===== src/rtl/fetch_unit.sv =====
// fetch_unit: instruction fetch stage feeding the processor control FSM.
// On hab_ri it reads the word at pc over a req/ack handshake, latches it into
// the instruction register and raises fim_ri until hab_ri drops. A bounded
// wait on mem_ack substitutes NOP_INSTR and flags fetch_err, so the control
// FSM always gets a completion even when memory never answers.
module fetch_unit #(
  parameter int                 ADDR_W    = 8,
  parameter int                 INSTR_W   = 16,
  parameter int                 TIMEOUT   = 15,
  parameter logic [INSTR_W-1:0] NOP_INSTR = {INSTR_W{1'b0}}
) (
  input  logic               clk,
  input  logic               rst,
  input  logic               hab_ri,
  input  logic [ADDR_W-1:0]  pc,
  output logic               mem_req,
  output logic [ADDR_W-1:0]  mem_addr,
  input  logic               mem_ack,
  input  logic [INSTR_W-1:0] mem_rdata,
  output logic [INSTR_W-1:0] instr,
  output logic [3:0]         opcode,
  output logic               fim_ri,
  output logic               fetch_err,
  output logic [7:0]         fetch_cnt
);

  // Last wait-counter value before the request is abandoned; TIMEOUT is
  // limited to 1..255 so it always fits the 8-bit counter.
  localparam logic [7:0] WAIT_LAST = 8'(TIMEOUT - 1);

  typedef enum logic [1:0] {
    S_IDLE = 2'd0,
    S_REQ  = 2'd1,
    S_DONE = 2'd2
  } state_t;

  state_t               state_q, state_d;
  logic [ADDR_W-1:0]    addr_q,  addr_d;
  logic [INSTR_W-1:0]   instr_q, instr_d;
  logic                 err_q,   err_d;
  logic [7:0]           cnt_q,   cnt_d;
  logic [7:0]           wait_q,  wait_d;

  // Next-state and datapath update for the fetch handshake.
  always_comb begin
    state_d = state_q;
    addr_d  = addr_q;
    instr_d = instr_q;
    err_d   = err_q;
    cnt_d   = cnt_q;
    wait_d  = wait_q;
    case (state_q)
      S_IDLE: begin
        if (hab_ri) begin
          // Accepting a fetch captures pc and clears the previous error.
          state_d = S_REQ;
          addr_d  = pc;
          err_d   = 1'b0;
          wait_d  = 8'd0;
        end else begin
          state_d = S_IDLE;
        end
      end
      S_REQ: begin
        // Ack has priority over the timeout on the final wait cycle.
        if (mem_ack) begin
          instr_d = mem_rdata;
          cnt_d   = cnt_q + 8'd1;
          state_d = S_DONE;
        end else if (wait_q == WAIT_LAST) begin
          instr_d = NOP_INSTR;
          err_d   = 1'b1;
          state_d = S_DONE;
        end else begin
          wait_d  = wait_q + 8'd1;
          state_d = S_REQ;
        end
      end
      S_DONE: begin
        // Hold completion until the control FSM releases hab_ri.
        if (hab_ri) begin
          state_d = S_DONE;
        end else begin
          state_d = S_IDLE;
        end
      end
      default: begin
        state_d = S_IDLE;
      end
    endcase
  end

  // State and datapath registers with asynchronous reset.
  always_ff @(posedge clk or posedge rst) begin
    if (rst) begin
      state_q <= S_IDLE;
      addr_q  <= {ADDR_W{1'b0}};
      instr_q <= {INSTR_W{1'b0}};
      err_q   <= 1'b0;
      cnt_q   <= 8'd0;
      wait_q  <= 8'd0;
    end else begin
      state_q <= state_d;
      addr_q  <= addr_d;
      instr_q <= instr_d;
      err_q   <= err_d;
      cnt_q   <= cnt_d;
      wait_q  <= wait_d;
    end
  end

  // Moore outputs decoded from the registered state only, so reset drops
  // mem_req immediately and unused encodings drive both low.
  assign mem_req   = (state_q == S_REQ);
  assign fim_ri    = (state_q == S_DONE);
  assign mem_addr  = addr_q;
  assign instr     = instr_q;
  assign opcode    = instr_q[INSTR_W-1 -: 4];
  assign fetch_err = err_q;
  assign fetch_cnt = cnt_q;

endmodule


===== config.mk =====
export PLATFORM = sky130hd
export DESIGN_NAME = fetch_unit
export DESIGN_NICKNAME = d
export VERILOG_FILES = /design/src/rtl/fetch_unit.sv
export SDC_FILE = /design/constraint.sdc
export NUM_CORES = 1
export LEC_CHECK = 0
export ABC_AREA = 1
export BUFFER_PORTS_ARGS = -buffer_cell sky130_fd_sc_hd__buf_2
export CAP_MARGIN = 40
export CORE_ASPECT_RATIO = 0.9
export CORE_MARGIN = 2
export CORE_UTILIZATION = 40
export DETAILED_ROUTE_END_ITERATION = 7
export GPL_TIMING_DRIVEN = 0
export PLACE_DENSITY = 0.68
export SLEW_MARGIN = 20
export SYNTH_ARGS = -nofsm -noshare
export SYNTH_HDL_FRONTEND = slang
export SYNTH_SLANG_ARGS = --single-unit

===== constraint.sdc =====
create_clock -name clk -period 1.95 [get_ports clk]
set_input_delay 0.195 -clock clk [delete_from_list [all_inputs] [get_ports clk]]
set_output_delay 0.195 -clock clk [all_outputs]
set_load 0.01 [all_outputs]

==> metrics.yaml, run 1 <==
run_status:
  status: "finished, final reports clean"
cells_and_area:
  drive_gt1_share_pct: 34.5
  fin_area_um2: 2600
  fin_nets: 337
  syn2layout_area_growth_pct: 27.6
  n_antenna_cell: 0
worst_setup_path:
  cp_slowest_stage_delay_ps: 420
  cp_max_fo: 10
  cp_top_family: "simple AND/OR/NAND/NOR gates"
  crit_path_end_kind: "flip-flop"
  start_kind: "flip-flop"
  crit_buf_inv: 3
  slowest_stage: "dfrtp_1"
  critical_path.cell_chain: "inv_1, ha_1, inv_1, nor2_2, nand3_2, nand2_2, nand2_4, buf_6, nand2_1, nand2_1"
  crit_type: "reg -> reg"
  reg2reg_slack_ps: 440
  critPathRequiredTime_ps: 2140
  arrival_ps: 1700
min_path:
  hp-class: "in -> reg"
timing:
  final-setup-viol-count: 0
  tightest_slew_ps: 301
  tns_ps: 0
  finClkSkew_ps: 7.95
  layout_min_cycle_time_ps: 1510
  period_share_pct: 77.3
  slew_viol_final: 0
  finalHoldViolations: 0
  slew_headroom_pct: 79.9
  fin_ws_ps: 443
  fmax_mhz: 663
  rsz0062_at_grt: "no"
  holdWs_ps: 93.2
global_routing:
  track_usage_pct: 15.2
  grt_antenna_before_repair: 0
  grt_pass1_wl_um: 6810
  grt_overflow: 0
  grt_pass1_vias: 1510
  grt_max_degree: 32
floorplanning:
  rows: 24
  dieHeight_um: 71.8
  coreArea_um2: 4890
  io_pins: 67
  start_util_pct: 41.7
  die_x_um: 79.3
  die_area_um2: 5690
run:
  maxCapViolCount: 0
clock_tree:
  ctsResizeCount: 0
  cts_max_level: 2
  root_buffer: "clkbuf_8"
  cts_setup_buffers: 0
  clk_path_buf_depth: 2
  cts-buffers-inserted: 5
  clk_pin_slew_ps: 80
  clock_latency_ps: 290
  cts_tree: "built"
  cts.sinks: 43
route:
  drc_errors: 0
  drt_pre_antenna_iters: 4
  viasPerCell: 4.41
  drt_iter0_markers: 70
  post_drt_wl_per_cell_um: 11.0
  wl_um: 4090
  vias: 1641
  postRouteAntennaNets: 0
placed_design:
  post-place-ws_ps: 432
  dpl.hpwl_um: 3050
  globalplace.congestion: 0.809
  port_buffers: 66
  placed_cell_area_um2: 2470
yosys:
  netlist_instances: 231
  yosys.area_share.simple_pct: 29.0
  yosys_warnings: 0
  synth.avg_cell_area_um2: 8.83
  ys_seq_area_share_pct: 52.7
  synth-adder-area-share_pct: 1.84
  ys_types: 25
  muxShareOfSynthArea_pct: 4.41
  synth.cell_area_um2: 2040
  syn_nets: 262
  ys_ff_latch: 43
  synth_xor_xnor_area_share_pct: 3.43
  synth_top_family_by_area: "simple AND/OR/NAND/NOR gates"
  synth-compound-area-share_pct: 1.47
power_and_ir_drop:
  finalPower_mw: 3.53
  powerDensity_nw_per_um2: 1360
  p_leak_nw: 1.52
  ir_worst_vdd_mv: 0.793
## cells in the mapped netlist
library cell	count	area share [%]
nor2_2	1	0.31
nand3_2	3	1.5
ha_1	3	1.8
a21oi_1	1	0.25
dfrtp_1	43	53
nand4_1	2	0.61
xnor2_1	1	0.43
o21ai_0	2	0.49
nor2_4	1	0.55
xor2_1	7	3.0
o21bai_1	1	0.37
inv_1	17	3.1
mux2_2	8	4.4
nand2_2	1	0.31
nor3_2	2	0.98
nand2_4	2	1.1
nand3b_1	1	0.37
nor2_1	11	2.0
buf_4	5	1.8
nand2_1	97	18
nand3_1	14	3.4
inv_2	3	0.55
buf_6	2	1.1
buf_2	2	0.49
a21boi_0	1	0.37
## metal layers
layer	part of all wire, %	wire length (um)	up-vias	track usage (%)
met2	46	1860	43	23.3
met1	48	1970	732	21.3
met5	0	0	-	0
met4	0.83	34	0	4.60
li1	-	-	862	-
met3	5.4	219	4	4.16
## state kept, by name, indices dropped and copies added, names as in the netlist
register / flops
fetch_cnt: 8
fetch_err: 1
instr: 16
mem_addr: 8
state_q: 2
wait_q: 8
## timing repair
item                                    in CTS  in global routing
hold buffers                                 1                  0
hold endpoints to repair                    12                  0
endpoints found under the setup margin       0                  0
## path summary, 6_finish.rpt
| path | end | cells past startpoint | from |
|---|---|---|---|
| max reg2reg | instr[8] | 10 | wait_q[0] |
| min | instr[5] | 3 | mem_rdata[5] |
| max in group asynchronous | fetch_cnt[2] | 4 | rst |
| min reg2reg | instr[7] | 2 | instr[7] |
| min in group asynchronous | mem_addr[7] | 3 | rst |
| max | instr[8] | 10 | wait_q[0] |
## cell families (layout without fill, tap and decap cells)
group	after synthesis	after routing
buffers and inverters	29	105
flip-flops	43	43
XOR/XNOR	8	8
AND/OR/NAND/NOR	135	135
adder cells (fa/ha/maj)	3	3
multiplexers	8	8
AO/OA/AOI/OAI	5	5
## through the flow
step / utilization (%) / instances
finish: 53.2 / 372
detailed placement: 50.5 / 363
global placement: 50.1 / 362
global route: 53.2 / 372
floorplan: - / 231
CTS: 53.2 / 372
## cell type report
cell class / count / area (um2)
Buffer: 9 / 70.1
Clock buffer: 6 / 82.6
Clock inverter: 2 / 38.8
Fill cell: 480 / 2290
Inverter: 20 / 75.1
Multi-Input combinational cell: 159 / 820
Sequential cell: 43 / 1080
Tap cell: 65 / 81.3
Timing Repair Buffer: 68 / 360
## worst reg2reg max path, stage by stage, from the launching register on
cell and delay, ps:
dfrtp_1 420, inv_1 80, ha_1 160, inv_1 50, nor2_2 110, nand3_2 130, nand2_2 110, nand2_4 90
buf_6 170, nand2_1 60, nand2_1 40
## layout by cell type (no fill, tap or decap)
cell	synthesis	final
buf_6	2	2
inv_1	17	16
nor3_2	2	2
buf_4	5	5
inv_2	3	4
nor2_2	1	1
xnor2_1	1	1
xor2_1	7	7
dfrtp_1	43	43
inv_6	0	1
dlygate4sd3_1	0	1
bufinv_16	0	1
a21oi_1	1	1
nand3_1	14	14
nor2_4	1	1
o21bai_1	1	1
nand4_1	2	2
a21boi_0	1	1
o21ai_0	2	2
nand2_2	1	1
mux2_2	8	8
clkbuf_8	0	6
buf_2	2	68
nor2_1	11	11
nand3_2	3	3
buf_12	0	1
ha_1	3	3
nand2_4	2	2
nand2_1	97	97
nand3b_1	1	1
## power breakdown
group	internal (mW)	leakage (nW)	total [mW]	switching, mW
Combinational	0.607	0.915	1.37	0.760
Clock	0.421	0.0618	0.726	0.304
Sequential	1.22	0.547	1.44	0.225
(Power assumes the default switching activity.)
==> run 2: changes to the inputs <==
--- a/config.mk
+++ b/config.mk
@@ -5,7 +5,7 @@
 export SDC_FILE = /design/constraint.sdc
 export NUM_CORES = 1
 export LEC_CHECK = 0
-export ABC_AREA = 1
+export ABC_AREA = 0
 export BUFFER_PORTS_ARGS = -buffer_cell sky130_fd_sc_hd__buf_2
 export CAP_MARGIN = 40
 export CORE_ASPECT_RATIO = 0.9
@@ -13,7 +13,7 @@
 export CORE_UTILIZATION = 40
 export DETAILED_ROUTE_END_ITERATION = 7
 export GPL_TIMING_DRIVEN = 0
-export PLACE_DENSITY = 0.68
+export PLACE_DENSITY = 0.69
 export SLEW_MARGIN = 20
 export SYNTH_ARGS = -nofsm -noshare
 export SYNTH_HDL_FRONTEND = slang
==> constraint.sdc (replaced) <==
create_clock -name clk -period 1.4 [get_ports clk]
set_input_delay 0.14 -clock clk [delete_from_list [all_inputs] [get_ports clk]]
set_output_delay 0.14 -clock clk [all_outputs]
set_load 0.01 [all_outputs]
==> run 2 against run 1 <==
Compared with the run above:
- global-route usage up 1.1 points
- synthesized cell count down 38%
- first-iteration DRC count down 61%
- clock skew down 2.6 ps
- via count down 12%
- count of clock-buffer cells in the layout unchanged
- hold slack worse by 34 ps
- non-clock buffer count up 12
- the flow now finishes with violations (setup timing)
- wire length up 1.8%
- cell count down 21%
- worst setup slack worse by 720 ps
- area after synthesis down 9.8%
- largest power group is now combinational logic
==> metrics.yaml, run 2 <==
clock_tree:
  clk_path_buf_depth: 2  # unchanged
  clk_pin_slew_ps: 80  # about the same
  clock_latency_ps: 290  # about the same
  cts-buffers-inserted: 5  # unchanged
  cts_tree: "built"  # unchanged
  cts.sinks: 43  # unchanged
  cts_max_level: 2  # unchanged
  root_buffer: "clkbuf_8"  # unchanged
worst_setup_path:
  crit_type: "reg -> reg"  # unchanged
  start_kind: "flip-flop"  # unchanged
  arrival_ps: 1850  # was 1700 ps
  reg2reg_slack_ps: -270  # was 440 ps
  r2r-end: "wait_q[7]"  # was instr[8]
  critPathLaunch: "wait_q[0]"  # unchanged
  rr_worst_depth: 7  # was 10
  slowest_stage: "dfrtp_1"  # unchanged
  cp_slowest_stage_delay_ps: 390  # was 420 ps
  critPathRequiredTime_ps: 1580  # was 2140 ps
  cp_max_fo: 8  # was 10
  r2r_start: "wait_q[0]"  # unchanged
  crit_path_end_kind: "flip-flop"  # unchanged
  critical_path.cell_chain: "inv_1, ha_1, nand4b_1, buf_4, o21ai_4, nor3_1, a221o_2"  # was inv_1, ha_1, inv_1, nor2_2, nand3_2, nand2_2, nand2_4, buf_6, nand2_1, nand2_1
min_path:
  hp-class: "in -> reg"  # unchanged
  hold_depth: 2  # was 3
  hold_path_end: "instr[1]"  # was instr[5]
  hp-start: "mem_rdata[1]"  # was mem_rdata[5]
power_and_ir_drop:
  ir_worst_vdd_mv: 1.02  # was 0.793 mV
  p_leak_nw: 1.32  # was 1.52 nW
  powerDensity_nw_per_um2: 1890  # was 1360 nW/um2
floorplanning:
  die_area_um2: 5160  # was 5690 um2
  rows: 23  # was 24
  io_pins: 67  # unchanged
  die_x_um: 75.5  # was 79.3 um
  dieHeight_um: 68.4  # was 71.8 um
  start_util_pct: 41.5  # was 41.7%
  coreArea_um2: 4430  # was 4890 um2
timing:
  fin_ws_ps: -273  # was 443 ps
  final-setup-viol-count: 26  # was 0
  period_share_pct: 119  # was 77.3%
  fmax_mhz: 598  # was 663 MHz
  finalHoldViolations: 0  # unchanged
  slew_headroom_pct: 79.4  # was 79.9%
  holdWs_ps: 59.1  # was 93.2 ps
  layout_min_cycle_time_ps: 1670  # was 1510 ps
  finClkSkew_ps: 5.35  # was 7.95 ps
  tightest_slew_ps: 308  # was 301 ps
  rsz0062_at_grt: "yes"  # was no
  slew_viol_final: 0  # unchanged
yosys:
  synth_top_family_by_area: "compound AO/OA/AOI/OAI gates"  # was simple AND/OR/NAND/NOR gates
  muxShareOfSynthArea_pct: 6.05  # was 4.41%
  ys_top_cells_by_area: "dfrtp_1 58%, a22o_1 7.6%, mux2_2 5.5%"  # was dfrtp_1 53%, nand2_1 18%, mux2_2 4.4%
  synth_xor_xnor_area_share_pct: 3.81  # was 3.43%
  synth.cell_area_um2: 1840  # was 2040 um2
  synth_commonest_cells: "43 x dfrtp_1, 16 x a22o_1, 10 x nand2_1"  # was 97 x nand2_1, 43 x dfrtp_1, 17 x inv_1
  synth_async_sr_flop_share_pct: 100  # unchanged
  synth_edf_count: 0  # unchanged
  yosysMostFrequentCell: "dfrtp_1"  # was nand2_1
  synth_top_area_cell: "dfrtp_1"  # unchanged
  yosys_warnings: 0  # unchanged
  synthFlopType: "dfrtp_1"  # unchanged
  ys_types: 39  # was 25
  netlist_instances: 143  # was 231
  ys_ff_latch: 43  # unchanged
  synth.avg_cell_area_um2: 12.9  # was 8.83 um2
  synth_top_area_share_pct: 58.5  # was 52.7%
  ys_seq_area_share_pct: 58.5  # was 52.7%
  syn_nets: 174  # was 262
  synth-adder-area-share_pct: 2.04  # was 1.84%
  yosys.area_share.simple_pct: 13.1  # was 29.0%
  synth-compound-area-share_pct: 13.3  # was 1.47%
placed_design:
  globalplace.congestion: 0.752  # was 0.809
  dpl.hpwl_um: 2780  # was 3050 um
  port_buffers: 66  # unchanged
  post-place-ws_ps: -372  # was 432 ps
route:
  wl_um: 4160  # was 4090 um
  drt_pre_antenna_iters: 4  # unchanged
  drc_errors: 0  # unchanged
  post_drt_wl_per_cell_um: 14.1  # was 11.0 um
  vias: 1443  # was 1641
  drt_iter0_markers: 27  # was 70
  viasPerCell: 4.89  # was 4.41
  postRouteAntennaNets: 0  # unchanged
run:
  maxCapViolCount: 0  # unchanged
run_status:
  violations: "setup timing"
  status: "finished with violations"  # was finished, final reports clean
cells_and_area:
  largest_register_ffs: 16  # unchanged
  drive_gt1_share_pct: 53.6  # was 34.5%
  layout_common_cells: "66 x buf_2, 42 x dfrtp_1, 16 x a22o_1"  # was 97 x nand2_1, 68 x buf_2, 43 x dfrtp_1
  syn2layout_area_growth_pct: 39.4  # was 27.6%
  final_common_cell: "buf_2"  # was nand2_1
  fin_nets: 263  # was 337
  n_antenna_cell: 0  # unchanged
global_routing:
  grt_antenna_before_repair: 0  # unchanged
  grt_overflow: 0  # unchanged
  track_usage_pct: 16.3  # was 15.2%
  grt_pass1_wl_um: 6250  # was 6810 um
  grt_pass1_vias: 1347  # was 1510
  grt_max_degree: 35  # was 32
-- run 2: cell types whose count changed after synthesis, sizes merged, moves of 3 or more --
cell,previous run,this run
xor2,7,4
nor3b,0,3
inv,20,3
nor2,13,6
xnor2,1,4
a22o,0,17
nand3,17,3
and3,0,3
nand2,100,10
buf,9,5
-- run 2: worst max-delay path by stage --
stage,end,slack [ps],depth (start not counted)
5_1_grt,wait_q[3],-340,7
3_3_place_gp,instr[12],-320,2
6_report,wait_q[7],-270,7
3_5_place_dp,wait_q[7],-370,6
2_1_floorplan,wait_q[5],-170,4
4_1_cts,wait_q[3],-230,7
-- run 2: layout make-up --
cell class,count,area (um2)
Fill cell,414,1870
Sequential cell,43,1080
Multi-Input combinational cell,90,756
Timing Repair Buffer,82,502
Tap cell,62,77.6
Clock buffer,6,72.6
Buffer,7,57.6
Clock inverter,2,12.5
Inverter,3,11.3
-- run 2: report_power, final --
part | internal (mW) | switching, mW | total (mW)
logic | 1.12 | 0.957 | 2.07
clock network | 0.349 | 0.407 | 0.756
registers | 1.70 | 0.325 | 2.02
total | 3.16 | 1.69 | 4.85
-- run 2: logic make-up after synthesis --
| family | count (synthesis) |
|---|---|
| multiplexers | 10 |
| AND/OR/NAND/NOR | 41 |
| AO/OA/AOI/OAI | 28 |
| flip-flops | 43 |
| adder cells (fa/ha/maj) | 3 |
| XOR/XNOR | 8 |
| buffers and inverters | 10 |
-- run 2: metrics by stage --
step	instance area [um2]	TNS, ps	power, mW	util, %	cells
5_1_grt	2570	-6640	5.19	57.9	295
4_1_cts	2520	-4300	4.81	56.9	293
3_3_place_gp	2250	-20380	3.77	50.7	271
6_report	2570	-4930	4.85	57.9	295
3_5_place_dp	2270	-7720	3.83	51.2	272
2_1_floorplan	1840	-2150	3.10	-	143
-- run 2: routing by layer --
| metal | share of wire, % | GRT usage [%] | routed length [um] | vias up |
|---|---|---|---|---|
| li1 | - | - | - | 696 |
| met1 | 45 | 21.9 | 1880 | 694 |
| met2 | 47 | 25.5 | 1960 | 50 |
| met3 | 7.2 | 5.01 | 300 | 3 |
| met4 | 0.55 | 4.61 | 23 | 0 |
| met5 | 0 | 0 | 0 | - |
-- run 2: timing repair --
action,in CTS,in global routing
gates cloned,1,0
pin swaps,3,3
endpoints found under the setup margin,37,38
buffers inserted,11,2
hold buffers,1,0
hold endpoints to repair,9,0
resized for setup,11,13
-- run 2: worst max-delay path: cells and delay by family, from the launching register on --
family                   cells  cell delay, ps
AO/OA/AOI/OAI                2             540
adder cells (fa/ha/maj)      1             140
buffers and inverters        2             250
flip-flops                   1             390
AND/OR/NAND/NOR              2             240
